### src/rtl/uart_rx_fifo_if.sv
// uart_rx_fifo_if: bundles the uart_rx-side capture signals and the host-side
// valid/ready head-of-queue signals with the status outputs.
// slave = FIFO view (rx_* in, m_* out); master = producer/consumer view.
// Optional err_drop status exists only when UART_RXF_DROP_ERR_EN is defined.
interface uart_rx_fifo_if #(
    parameter int SIZE  = 8,
    parameter int DEPTH = 16
);
    logic [SIZE-1:0]        rx_data;
    logic                   rx_ready;
    logic                   rx_error;
    logic [SIZE-1:0]        m_data;
    logic                   m_error;
    logic                   m_valid;
    logic                   m_ready;
    logic [$clog2(DEPTH):0] count;
    logic                   overflow;
    logic                   clr_overflow;
`ifdef UART_RXF_DROP_ERR_EN
    logic                   err_drop;

    modport slave (
        input  rx_data, rx_ready, rx_error, m_ready, clr_overflow,
        output m_data, m_error, m_valid, count, overflow, err_drop
    );
    modport master (
        output rx_data, rx_ready, rx_error, m_ready, clr_overflow,
        input  m_data, m_error, m_valid, count, overflow, err_drop
    );
`else
    modport slave (
        input  rx_data, rx_ready, rx_error, m_ready, clr_overflow,
        output m_data, m_error, m_valid, count, overflow
    );
    modport master (
        output rx_data, rx_ready, rx_error, m_ready, clr_overflow,
        input  m_data, m_error, m_valid, count, overflow
    );
`endif
endinterface

### src/rtl/uart_rx_fifo.sv
// Purpose: buffers bytes (plus frame-error flag) from uart_rx into a FWFT FIFO.
// Latency: rx_ready rising edge -> m_valid high one clk later; head shown combinationally from RAM.
// Backpressure: consumer stalls via m_ready; full FIFO drops new bytes and sets sticky overflow.
//
// Ports: clk, reset (sync active-low), bus (uart_rx_fifo_if.slave): rx_data/rx_ready/rx_error
// from uart_rx; m_data/m_error/m_valid/m_ready host handshake; count, overflow, clr_overflow.
// Optional macro UART_RXF_DROP_ERR_EN: errored bytes are discarded and flagged on err_drop.
module uart_rx_fifo #(
    parameter int SIZE  = 8,
    parameter int DEPTH = 16
) (
    input  logic            clk,
    input  logic            reset,
    uart_rx_fifo_if.slave   bus
);
    localparam int AW = $clog2(DEPTH);
    localparam logic [AW:0] FULL_CNT = (AW+1)'(DEPTH);

    typedef struct packed {
        logic            err;
        logic [SIZE-1:0] dat;
    } entry_t;

    entry_t          mem [DEPTH];
    logic [AW-1:0]   wr_ptr;
    logic [AW-1:0]   rd_ptr;
    logic [AW:0]     count_q;
    logic            rx_ready_q;
    logic            overflow_q;
    logic            full;
    logic            wr_stb;
    logic            wr_req;
    logic            rd_stb;
    logic            wr_acc;
    logic            drop;

    assign full   = (count_q == FULL_CNT);
    // One write per rising edge of rx_ready, however long the level persists.
    assign wr_stb = bus.rx_ready && !rx_ready_q;
    assign rd_stb = (count_q != '0) && bus.m_ready;

`ifdef UART_RXF_DROP_ERR_EN
    logic err_drop_q;
    logic err_stb;
    assign err_stb      = wr_stb && bus.rx_error;
    assign wr_req       = wr_stb && !bus.rx_error;
    assign bus.err_drop = err_drop_q;
    assign bus.m_error  = 1'b0;
`else
    assign wr_req       = wr_stb;
    assign bus.m_error  = (count_q != '0) ? mem[rd_ptr].err : 1'b0;
`endif

    // A read in the same cycle frees a slot, so a write to a full FIFO still lands.
    assign wr_acc = wr_req && (!full || rd_stb);
    assign drop   = wr_req && full && !rd_stb;

    assign bus.m_valid  = (count_q != '0);
    assign bus.m_data   = (count_q != '0) ? mem[rd_ptr].dat : '0;
    assign bus.count    = count_q;
    assign bus.overflow = overflow_q;

    // Storage needs no reset: contents are only visible while count is nonzero.
    always_ff @(posedge clk) begin
        if (wr_acc) begin
            mem[wr_ptr] <= '{err: bus.rx_error, dat: bus.rx_data};
        end
    end

    always_ff @(posedge clk) begin
        if (!reset) begin
            wr_ptr     <= '0;
            rd_ptr     <= '0;
            count_q    <= '0;
            overflow_q <= 1'b0;
            // Held at 1 so an rx_ready already high at release is not seen as an edge.
            rx_ready_q <= 1'b1;
        end else begin
            rx_ready_q <= bus.rx_ready;
            if (wr_acc) wr_ptr <= wr_ptr + 1'b1;
            if (rd_stb) rd_ptr <= rd_ptr + 1'b1;
            case ({wr_acc, rd_stb})
                2'b10:   count_q <= count_q + 1'b1;
                2'b01:   count_q <= count_q - 1'b1;
                default: count_q <= count_q;
            endcase
            // Set wins over a coincident clear.
            if (drop)                  overflow_q <= 1'b1;
            else if (bus.clr_overflow) overflow_q <= 1'b0;
        end
    end

`ifdef UART_RXF_DROP_ERR_EN
    always_ff @(posedge clk) begin
        if (!reset) begin
            err_drop_q <= 1'b0;
        end else if (err_stb) begin
            err_drop_q <= 1'b1;
        end else if (bus.clr_overflow) begin
            err_drop_q <= 1'b0;
        end
    end
`endif

endmodule

### src/flat_wrapper.sv
// flat-port wrapper written by rule: the top's interface ports become plain ports
module uart_rx_fifo_flat 
#(
    parameter int SIZE  = 8,
    parameter int DEPTH = 16
)
  (clk, reset, bus_rx_data, bus_rx_ready, bus_rx_error, bus_m_ready, bus_clr_overflow, bus_m_data, bus_m_error, bus_m_valid, bus_count, bus_overflow);
  uart_rx_fifo_if #(.SIZE(SIZE), .DEPTH(DEPTH)) bus_i ();
  input  logic clk;
  input  logic reset;
  input wire logic [$bits(bus_i.rx_data)-1:0] bus_rx_data;
  input wire logic [$bits(bus_i.rx_ready)-1:0] bus_rx_ready;
  input wire logic [$bits(bus_i.rx_error)-1:0] bus_rx_error;
  input wire logic [$bits(bus_i.m_ready)-1:0] bus_m_ready;
  input wire logic [$bits(bus_i.clr_overflow)-1:0] bus_clr_overflow;
  output wire logic [$bits(bus_i.m_data)-1:0] bus_m_data;
  output wire logic [$bits(bus_i.m_error)-1:0] bus_m_error;
  output wire logic [$bits(bus_i.m_valid)-1:0] bus_m_valid;
  output wire logic [$bits(bus_i.count)-1:0] bus_count;
  output wire logic [$bits(bus_i.overflow)-1:0] bus_overflow;
  assign bus_i.rx_data = bus_rx_data;
  assign bus_i.rx_ready = bus_rx_ready;
  assign bus_i.rx_error = bus_rx_error;
  assign bus_i.m_ready = bus_m_ready;
  assign bus_i.clr_overflow = bus_clr_overflow;
  assign bus_m_data = bus_i.m_data;
  assign bus_m_error = bus_i.m_error;
  assign bus_m_valid = bus_i.m_valid;
  assign bus_count = bus_i.count;
  assign bus_overflow = bus_i.overflow;
  uart_rx_fifo #(.SIZE(SIZE), .DEPTH(DEPTH)) u_core (.clk(clk), .reset(reset), .bus(bus_i));
endmodule
### config.mk
export PLATFORM = sky130hd
export DESIGN_NAME = uart_rx_fifo_flat
export DESIGN_NICKNAME = d
export VERILOG_FILES = /design/src/rtl/uart_rx_fifo_if.sv /design/src/rtl/uart_rx_fifo.sv /design/src/flat_wrapper.sv
export SDC_FILE = /design/constraint.sdc
export NUM_CORES = 1
export LEC_CHECK = 0
export BUFFER_PORTS_ARGS = -buffer_cell sky130_fd_sc_hd__buf_2
export CAP_MARGIN = 20
export CORE_ASPECT_RATIO = 1.75
export CORE_MARGIN = 3
export CORE_UTILIZATION = 23
export DETAILED_ROUTE_END_ITERATION = 8
export HOLD_SLACK_MARGIN = 0.03
export SKIP_CTS_REPAIR_TIMING = 1
export SYNTH_ARGS = -nofsm -noshare
export SYNTH_HDL_FRONTEND = slang
export SYNTH_SLANG_ARGS = --single-unit
### constraint.sdc
create_clock -name clk -period 2.24 [get_ports clk]
set_input_delay 0.448 -clock clk [delete_from_list [all_inputs] [get_ports clk]]
set_output_delay 0.448 -clock clk [all_outputs]
set_load 0.01 [all_outputs]
# [Word level (Yosys, flattened, before mapping)]
# Memories as Yosys holds them, arrays and structs flattened. A register that Yosys moved wholly into a read port is not among the register bits.
# Cells that the tools add are included.
[classes] addsub=4 n_eq_ne=3 n_mux=9 reduce_logical=12
[ops] op="case mux 5 bit (2 select lines)" count=1
[ops] op="adder 4 x 1 -> 4 bit, second input constant" count=2
[ops] op="2-to-1 mux 4 bit" count=2
[ops] op="2-to-1 mux 8 bit" count=1
[ops] op="adder 5 x 1 -> 5 bit, second input constant" count=1
[ops] op="equality test 5 bit, second input constant" count=1
[ops] op="logical AND 1 bit" count=5
[ops] op="2-to-1 mux 1 bit" count=5
[ops] op="nonzero test 5 bit" count=1
[ops] op="subtractor 5 x 1 -> 5 bit, second input constant" count=1
[ops] op="nonzero test 2 bit" count=2
[ops] op="zero test 1 bit" count=3
[ops] op="equality test 2 x 1 -> 1 bit, second input constant" count=1
[ops] op="equality test 2 bit, second input constant" count=1
[ops] op="logical OR 1 bit" count=1
[totals] ff_bits=15 ram_bits=144 inputBits=14 output_inout_bits=16 mem_count=1
[mem_list] name="u_core.mem" depth=16 width=9 rd=1 rd_ports_with_merged_regs=1 write_ports=1 line_no="uart_rx_fifo.sv:24" rtl="entry_t mem [DEPTH];"

# [Logic depth before layout (Yosys ltp)]
# Gate-level depths: netlist of the first run.
[depth] word_depth=6 ltp_mapped=11 depth_no_buf=9

# [Least setup slack after synthesis of the first run]
# Ideal clock, no wire load.
[synth_path] path_kind="register to register" start="register u_core.count_q[3], in the netlist u_core.bus.count[3]" end="register u_core.count_q[4], in the netlist u_core.bus.count[4]" arrival_ps=2322 slack_ps=-183 stages_incl_launch_ff=12 n_path_buf=2 cell_sequence="dfxtp_1 -> or4_1 -> buf_2 -> or2_0 -> buf_4 -> nand2_1 -> mux2i_1 -> ha_1 -> nor2_1 -> nand4_1 -> o22a_1 -> o41ai_1"
[synth_via] elab_chain_len=6
[synth_rtl] element="from (decl)" line_no="uart_rx_fifo.sv:27" rtl="logic [AW:0] count_q;"
[synth_rtl] element="from (signal assigned)" line_no="uart_rx_fifo.sv:83" rtl="2'b10: count_q <= count_q + 1'b1;"
[synth_rtl] element="from (signal assigned)" line_no="uart_rx_fifo.sv:84" rtl="2'b01: count_q <= count_q - 1'b1;"
[synth_rtl] element="from (signal assigned)" line_no="uart_rx_fifo.sv:85" rtl="default: count_q <= count_q;"
[synth_rtl] element="nonzero test 5 bit (*)"
[synth_rtl] element="net bus_m_valid" line_no="flat_wrapper.sv:18" rtl="output wire logic [$bits(bus_i.m_valid)-1:0] bus_m_valid;"
[synth_rtl] element="logical AND 1 bit (*)" line_no="uart_rx_fifo.sv:40" rtl="assign rd_stb = (count_q != '0) && bus.m_ready;"
[synth_rtl] element="logical OR 1 bit" line_no="uart_rx_fifo.sv:55" rtl="assign wr_acc = wr_req && (!full || rd_stb);"
[synth_rtl] element="logical AND 1 bit" line_no="uart_rx_fifo.sv:55"
[synth_rtl] element="equality test 2 x 1 -> 1 bit or equality test 2 bit (tied branches)" line_no="uart_rx_fifo.sv:82" rtl="case ({wr_acc, rd_stb})"
[synth_rtl] element="case mux 5 bit (2 select lines) or nonzero test 2 bit (tied branches)"
# The timed path passes the listed nets; every way through them passes the cells marked *.
# A chain may end at the register's enable or synchronous reset.

# [Final worst setup path of the first run]
[layout_path] start="register u_core.count_q[3], in the netlist u_core.bus.count[3]" end="output bus_m_data[3]"
[layout_via] elab_chain_len=2
[layout_rtl] element="nonzero test 5 bit" line_no="uart_rx_fifo.sv:59" rtl="assign bus.m_data = (count_q != '0) ? mem[rd_ptr].dat : '0;"
[layout_rtl] element="2-to-1 mux 8 bit" line_no="uart_rx_fifo.sv:59"
[layout_rtl] element="to (decl)" line_no="flat_wrapper.sv:16" rtl="output wire logic [$bits(bus_i.m_data)-1:0] bus_m_data;"
# No other way between the ends.

==> reports/metrics.cfg, run 1 <==
[status]
status=complete, but fails checks
failed_checks=setup timing

[power]
power-per-cell-area_nw_per_um2=1070
cellLeakagePower_nw=2.69
vdd_ir_drop_max_mv=1.03

[synthesis]
synth_top_area_cell=edfxtp_1
yosys_warnings=0
synth.lib_cells_used.distinct=38
synth_largest_type_area_fraction_pct=66.5
synthArstFlopShare_pct=0
total_of_flip_flops_plus_latches_after_synthesis=163
top_cells_by_instance_count_after_synthesis=edfxtp_1 (144), mux4_2 (36), mux2i_1 (24)
synth_top_cells_by_area=edfxtp_1 (67%), mux4_2 (12%), dfxtp_1 (5.9%)
avg_cell_area_syn_um2=18.7
synth_flop_cell=edfxtp_1
seq_area_frac_synth_pct=72.4
count_of_flip_flops_with_a_built_in_enable_after_synthesis=144
mappedNetlistArea_um2=6500
synth_most_common_cell=edfxtp_1
synthesis.nets=367
postSynthCellCount=347

[critical_path]
crit_path_cell_trace=or4_4, or2_4, nand2_4, buf_12, o22ai_1, buf_2
crit_reg_reg_startpoint=u_core.bus.count[3]
family_of_cells_with_the_greatest_summed_delay_on_the_critical_path=simple AND/OR/NAND/NOR gates
cp_data_arrival_time_ns=2.10
category_of_the_most_critical_setup_path=reg -> out
critPathLaunchType=flip-flop
worst_path_max_delay_cell=or4_4
endpoint_kind=primary output
startpoint=u_core.bus.count[3]
worst-path-max-fanout=6
cp_data_required_time_ns=1.79
worst_stage_delay_on_the_critical_path_ns=0.54
worstPathBufferInverterCount=2

[clock_tree]
insertion_delay_ns=0.43
clk_pin_slew_ns=0.07
htree_levels=4
cts-root-to-sink-buffers=2
clock_tree_from_tritoncts=done
root_buffer=clkbuf_16
numClockSinks=163
cts_made_buffers=17

[finish]
nets=445
area_growth_pct=27.9
layout.cell_area.non_filler_um2=8310
num-fill-cells=2649
layout-drive-gt1-share_pct=38.6
insertedDiodeCount=0

[routing]
drt-vias-per-instance=4.21
firstDrtPassIters=4
drt_first_iter_violations=249
postRouteWirelength_mm=14.0
route.detailed.drc=0
route.detailed.wl_per_inst_um=17.3
antenna_violating_nets_post_route=0
dr_total_vias=3398

[hold_path]
worst_hold_path_type=in -> reg
hold_start=reset

[timing]
whs_ns=0.312
final_period_minus_worst_setup_slack_ns=2.55
final-max-slew-violation-count=0
fin_worst_skew_ns=0.0114
hold_violations=0
fin_crit_sh_pct=114
worst_pin_slew_ns=0.912
highest_achievable_clock_rate_mhz=392
setup_viol=10
max-slew-margin-rel_pct=39.0
setup_total_negative_slack_ns=-2.90
rsz0062_at_grt=yes
finalWorstSetupSlack_ns=-0.311

[floorplanning]
start_util_pct=23.6
placeableCoreArea_um2=27500
fp.dieH_um=228
num_io_pins=30
placement_rows=80
dieWidth_um=133
floorplan.die_area_um2=30400

[grt]
grt_overflow=0
grt_antenna_before_repair=0
grt_max_degree=37
first_global_vias=3659
track_usage_pct=9.26
grt_first_pass_wirelength_mm=21.3

[placed_design]
pre_cts_slack_ns=-0.0921
hpwl_mm=9.46
post_dp_cell_area_um2=7490
io_buffer_count=29
finalWeightedCongestion=0.720

[job]
timing.max_cap.violations=0

flip-flops by register name, indices dropped and copies added, names as in the netlist, named ones only:
signal / flops
u_core.bus.count: 5
u_core.rx_ready_q: 1
u_core.mem: 144
u_core.wr_ptr: 4
u_core.rd_ptr: 4
u_core.bus.overflow: 1
report_power, final:
part	internal, mW	switching (mW)
clock network	1.56	1.24
registers	3.38	0.0614
logic	1.41	1.24
through the flow:
step | cells | total power [mW] | util [%]
3_5_place_dp | 765 | 5.63 | 27.2
4_1_cts | 797 | 8.42 | 29.3
2_1_floorplan | 347 | 4.81 | -
3_3_place_gp | 765 | 5.59 | 27.2
6_report | 807 | 8.90 | 30.2
5_1_grt | 807 | 9.31 | 30.2
cell usage in the layout, fill, tap and decap left out, drive strengths merged, types with 5 or more instances in the layout:
master / synthesis / routed
buf: 9 / 76
and2: 9 / 9
mux4: 36 / 36
nand2: 9 / 9
o22ai: 9 / 9
inv: 8 / 15
nand2b: 6 / 6
dfxtp: 19 / 19
nor2: 13 / 13
edfxtp: 144 / 144
a21oi: 5 / 5
clkinv: 1 / 7
ha: 6 / 6
mux2i: 24 / 24
clkbuf: 9 / 18
o21ai: 5 / 5
layer usage:
metal | GRT usage, % | up-vias | share of wire [%]
li1 | - | 1554 | -
met1 | 10.4 | 1754 | 38
met2 | 16.6 | 75 | 57
met3 | 2.58 | 15 | 3.4
met4 | 3.41 | 0 | 1.8
met5 | 0 | - | 0
worst paths after layout:
check                                      endpoint  cells past startpoint  slack, ns
worst max-delay path                  bus_m_data[3]                      6      -0.31
worst min-delay path              u_core.rx_ready_q                      2       0.31
worst max register to register  u_core.bus.count[4]                      9          0
worst min register to register  u_core.bus.overflow                      2       0.50
cell type report:
cell class | count | area, um^2 | area share [%]
clock buffer | 17 | 425 | 5.12
clock inverter | 15 | 149 | 1.79
inverter | 9 | 33.8 | 0.407
multi-input combinational | 157 | 1790 | 21.5
sequential | 163 | 4710 | 56.7
tap | 369 | 462 | 5.56
timing repair buffer | 77 | 744 | 8.96
cells by family (layout without fill, tap and decap cells):
kind of cell | Yosys count | after routing | share of synthesized area, %
AOI/OAI and AO/OA | 27 | 27 | 2.95
buffers and inverters | 27 | 118 | 1.81
xor gates and xnor gates | 3 | 3 | 0.404
adders and majority gates | 6 | 6 | 1.16
muxes | 61 | 61 | 16.3
DFF | 163 | 163 | 72.4
and+or+nand+nor | 60 | 60 | 4.95
worst register-to-register path, delay by kind of cell, from the launching register on:
family                   cells  cell delay [ns]
multiplexers                 1             0.07
AO/OA/AOI/OAI                2             0.42
flip-flops                   1             0.32
AND/OR/NAND/NOR              5             1.15
adder cells (fa/ha/maj)      1             0.19
Note: power is estimated with default switching activity, not from simulation.
==> inputs of run 2 (changes only) <==
--- a/config.mk
+++ b/config.mk
@@ -12,6 +12,7 @@
 export CORE_UTILIZATION = 23
 export DETAILED_ROUTE_END_ITERATION = 8
 export HOLD_SLACK_MARGIN = 0.03
+export RECOVER_POWER = 25
 export SKIP_CTS_REPAIR_TIMING = 1
 export SYNTH_ARGS = -nofsm -noshare
 export SYNTH_HDL_FRONTEND = slang
==> run 2 against run 1 <==
The flow still finishes with violations (setup timing). Worst hold slack gained 0.0038 ns. Core utilization hardly changed. Critical path depth is the same. Critical endpoint is now bus_m_data[7]. Largest power group unchanged. Highest routed layer unchanged.
==> reports/metrics.cfg, run 2 (same netlist as run 1, synthesis figures left out) <==
[placed_design]
finalWeightedCongestion=0.720
io_buffer_count=29
hpwl_mm=9.46
post_dp_cell_area_um2=7490
post-place-cells=765
pre_cts_slack_ns=-0.0921

[status]
status=complete, but fails checks
failed_checks=setup timing

[power]
power-per-cell-area_nw_per_um2=1070
cellLeakagePower_nw=2.67
vdd_ir_drop_max_mv=1.03

[timing]
fin_worst_skew_ns=0.0116
highest_achievable_clock_rate_mhz=392
final-max-slew-violation-count=0
setup_total_negative_slack_ns=-2.88
finalWorstSetupSlack_ns=-0.309
worst_pin_slew_ns=0.934
max-slew-margin-rel_pct=37.5
setup_viol=10
whs_ns=0.316
hold_violations=0
rsz0062_at_grt=yes
fin_crit_sh_pct=114
final_period_minus_worst_setup_slack_ns=2.55

[floorplanning]
dieWidth_um=133
placement_rows=80
start_util_pct=23.6
num_io_pins=30
floorplan.die_area_um2=30400
placeableCoreArea_um2=27500
fp.dieH_um=228

[critical_path]
cp_data_required_time_ns=1.79
worst_r2r_endpoint=u_core.bus.count[4]
cp_data_arrival_time_ns=2.10
rrSetupSlack_ns=0.01
reg2reg_depth=9
category_of_the_most_critical_setup_path=reg -> out
startpoint=u_core.bus.count[3]
critPathLaunchType=flip-flop
crit_path_cell_trace=or4_4, or2_4, nand2b_4, buf_12, o22ai_1, buf_2
worst_stage_delay_on_the_critical_path_ns=0.54
worst-path-max-fanout=9
endpoint_kind=primary output
worst_path_max_delay_cell=or4_4
crit_reg_reg_startpoint=u_core.bus.count[3]

[hold_path]
worst_hold_path_type=in -> reg
hold_path_cell_cnt=2
timing.hold.worst_endpoint=u_core.rx_ready_q
hold_start=reset

[routing]
drt-vias-per-instance=4.19
postRouteWirelength_mm=13.9
dr_total_vias=3378
route.detailed.wl_per_inst_um=17.3
drt_first_iter_violations=249
met3_wirelength_um=503
highest_layer=met4
dr_wl_met2_mm=7.94
routed_metal_1_wirelength_mm=5.25
firstDrtPassIters=4
route.detailed.drc=0
antenna_violating_nets_post_route=0

[grt]
grt_first_pass_wirelength_mm=21.3
grt_max_degree=37
grt_antenna_before_repair=0
first_global_vias=3659
track_usage_pct=9.26
grt_overflow=0

[job]
timing.max_cap.violations=0

[finish]
area_growth_pct=27.7
top_register=u_core.mem
layout-drive-gt1-share_pct=37.0
insertedDiodeCount=0
layout_commonest_cell=edfxtp_1
largest_register_ffs=144
nets=445
layout.cell_area.non_filler_um2=8300
final_cells=807
mostFrequentLayoutCells=edfxtp_1 (144), mux4_2 (36), buf_4 (26), buf_2 (22), mux2i_1 (21)

[clock_tree]
cts-root-to-sink-buffers=2
htree_levels=4
insertion_delay_ns=0.43
cts_made_buffers=17
numClockSinks=163
clock_tree_from_tritoncts=done
clk_pin_slew_ns=0.07
root_buffer=clkbuf_16

==> run 2: changes by cell type in the layout (fill, tap and decap cells not counted), sizes merged <==
cell and change:
buf -7, clkbuf +7
==> run 2: area by class of cell <==
type,count,area [um^2]
fillers,2657,19200
flip-flops and latches,163,4710
multi-input cells,157,1790
repair buffers,77,733
well taps,369,462
clock buffers,17,425
clock inverters,15,149
inverters,9,33.8
==> run 2: worst max-delay path by stage <==
stage	end	slack [ns]	depth (start not counted)
floorplan	u_core.mem[2][0]	-0.16	5
global placement	u_core.bus.count[4]	0.02	9
detailed placement	u_core.bus.count[4]	-0.09	9
CTS	bus_m_data[4]	-0.46	6
global route	bus_m_data[7]	-0.38	6
finish	bus_m_data[7]	-0.31	6
==> run 2: power breakdown <==
part,switching [mW],internal (mW)
combinational,1.24,1.40
clock,1.24,1.56
sequential,0.0614,3.38
total,2.54,6.34
==> run 2: per-stage QoR <==
| step | utilization (%) | total power [mW] |
|---|---|---|
| 2_1_floorplan | - | 4.81 |
| 3_3_place_gp | 27.2 | 5.59 |
| 3_5_place_dp | 27.2 | 5.63 |
| 4_1_cts | 29.3 | 8.42 |
| 5_1_grt | 30.1 | 9.31 |
| 6_report | 30.1 | 8.89 |
==> run 2: routing by layer <==
layer | vias to the layer above | GRT usage, %
met3 | 15 | 2.58
met1 | 1738 | 10.4
li1 | 1555 | -
met5 | - | 0
met4 | 0 | 3.41
met2 | 70 | 16.6
==> run 2: worst max-delay path: cells and delay by family, from the launching register on <==
| kind | cells | cell delay (ns) |
|---|---|---|
| buffers and inverters | 2 | 0.29 |
| flip-flops | 1 | 0.32 |
| AND/OR/NAND/NOR | 3 | 0.95 |
| AO/OA/AOI/OAI | 1 | 0.10 |
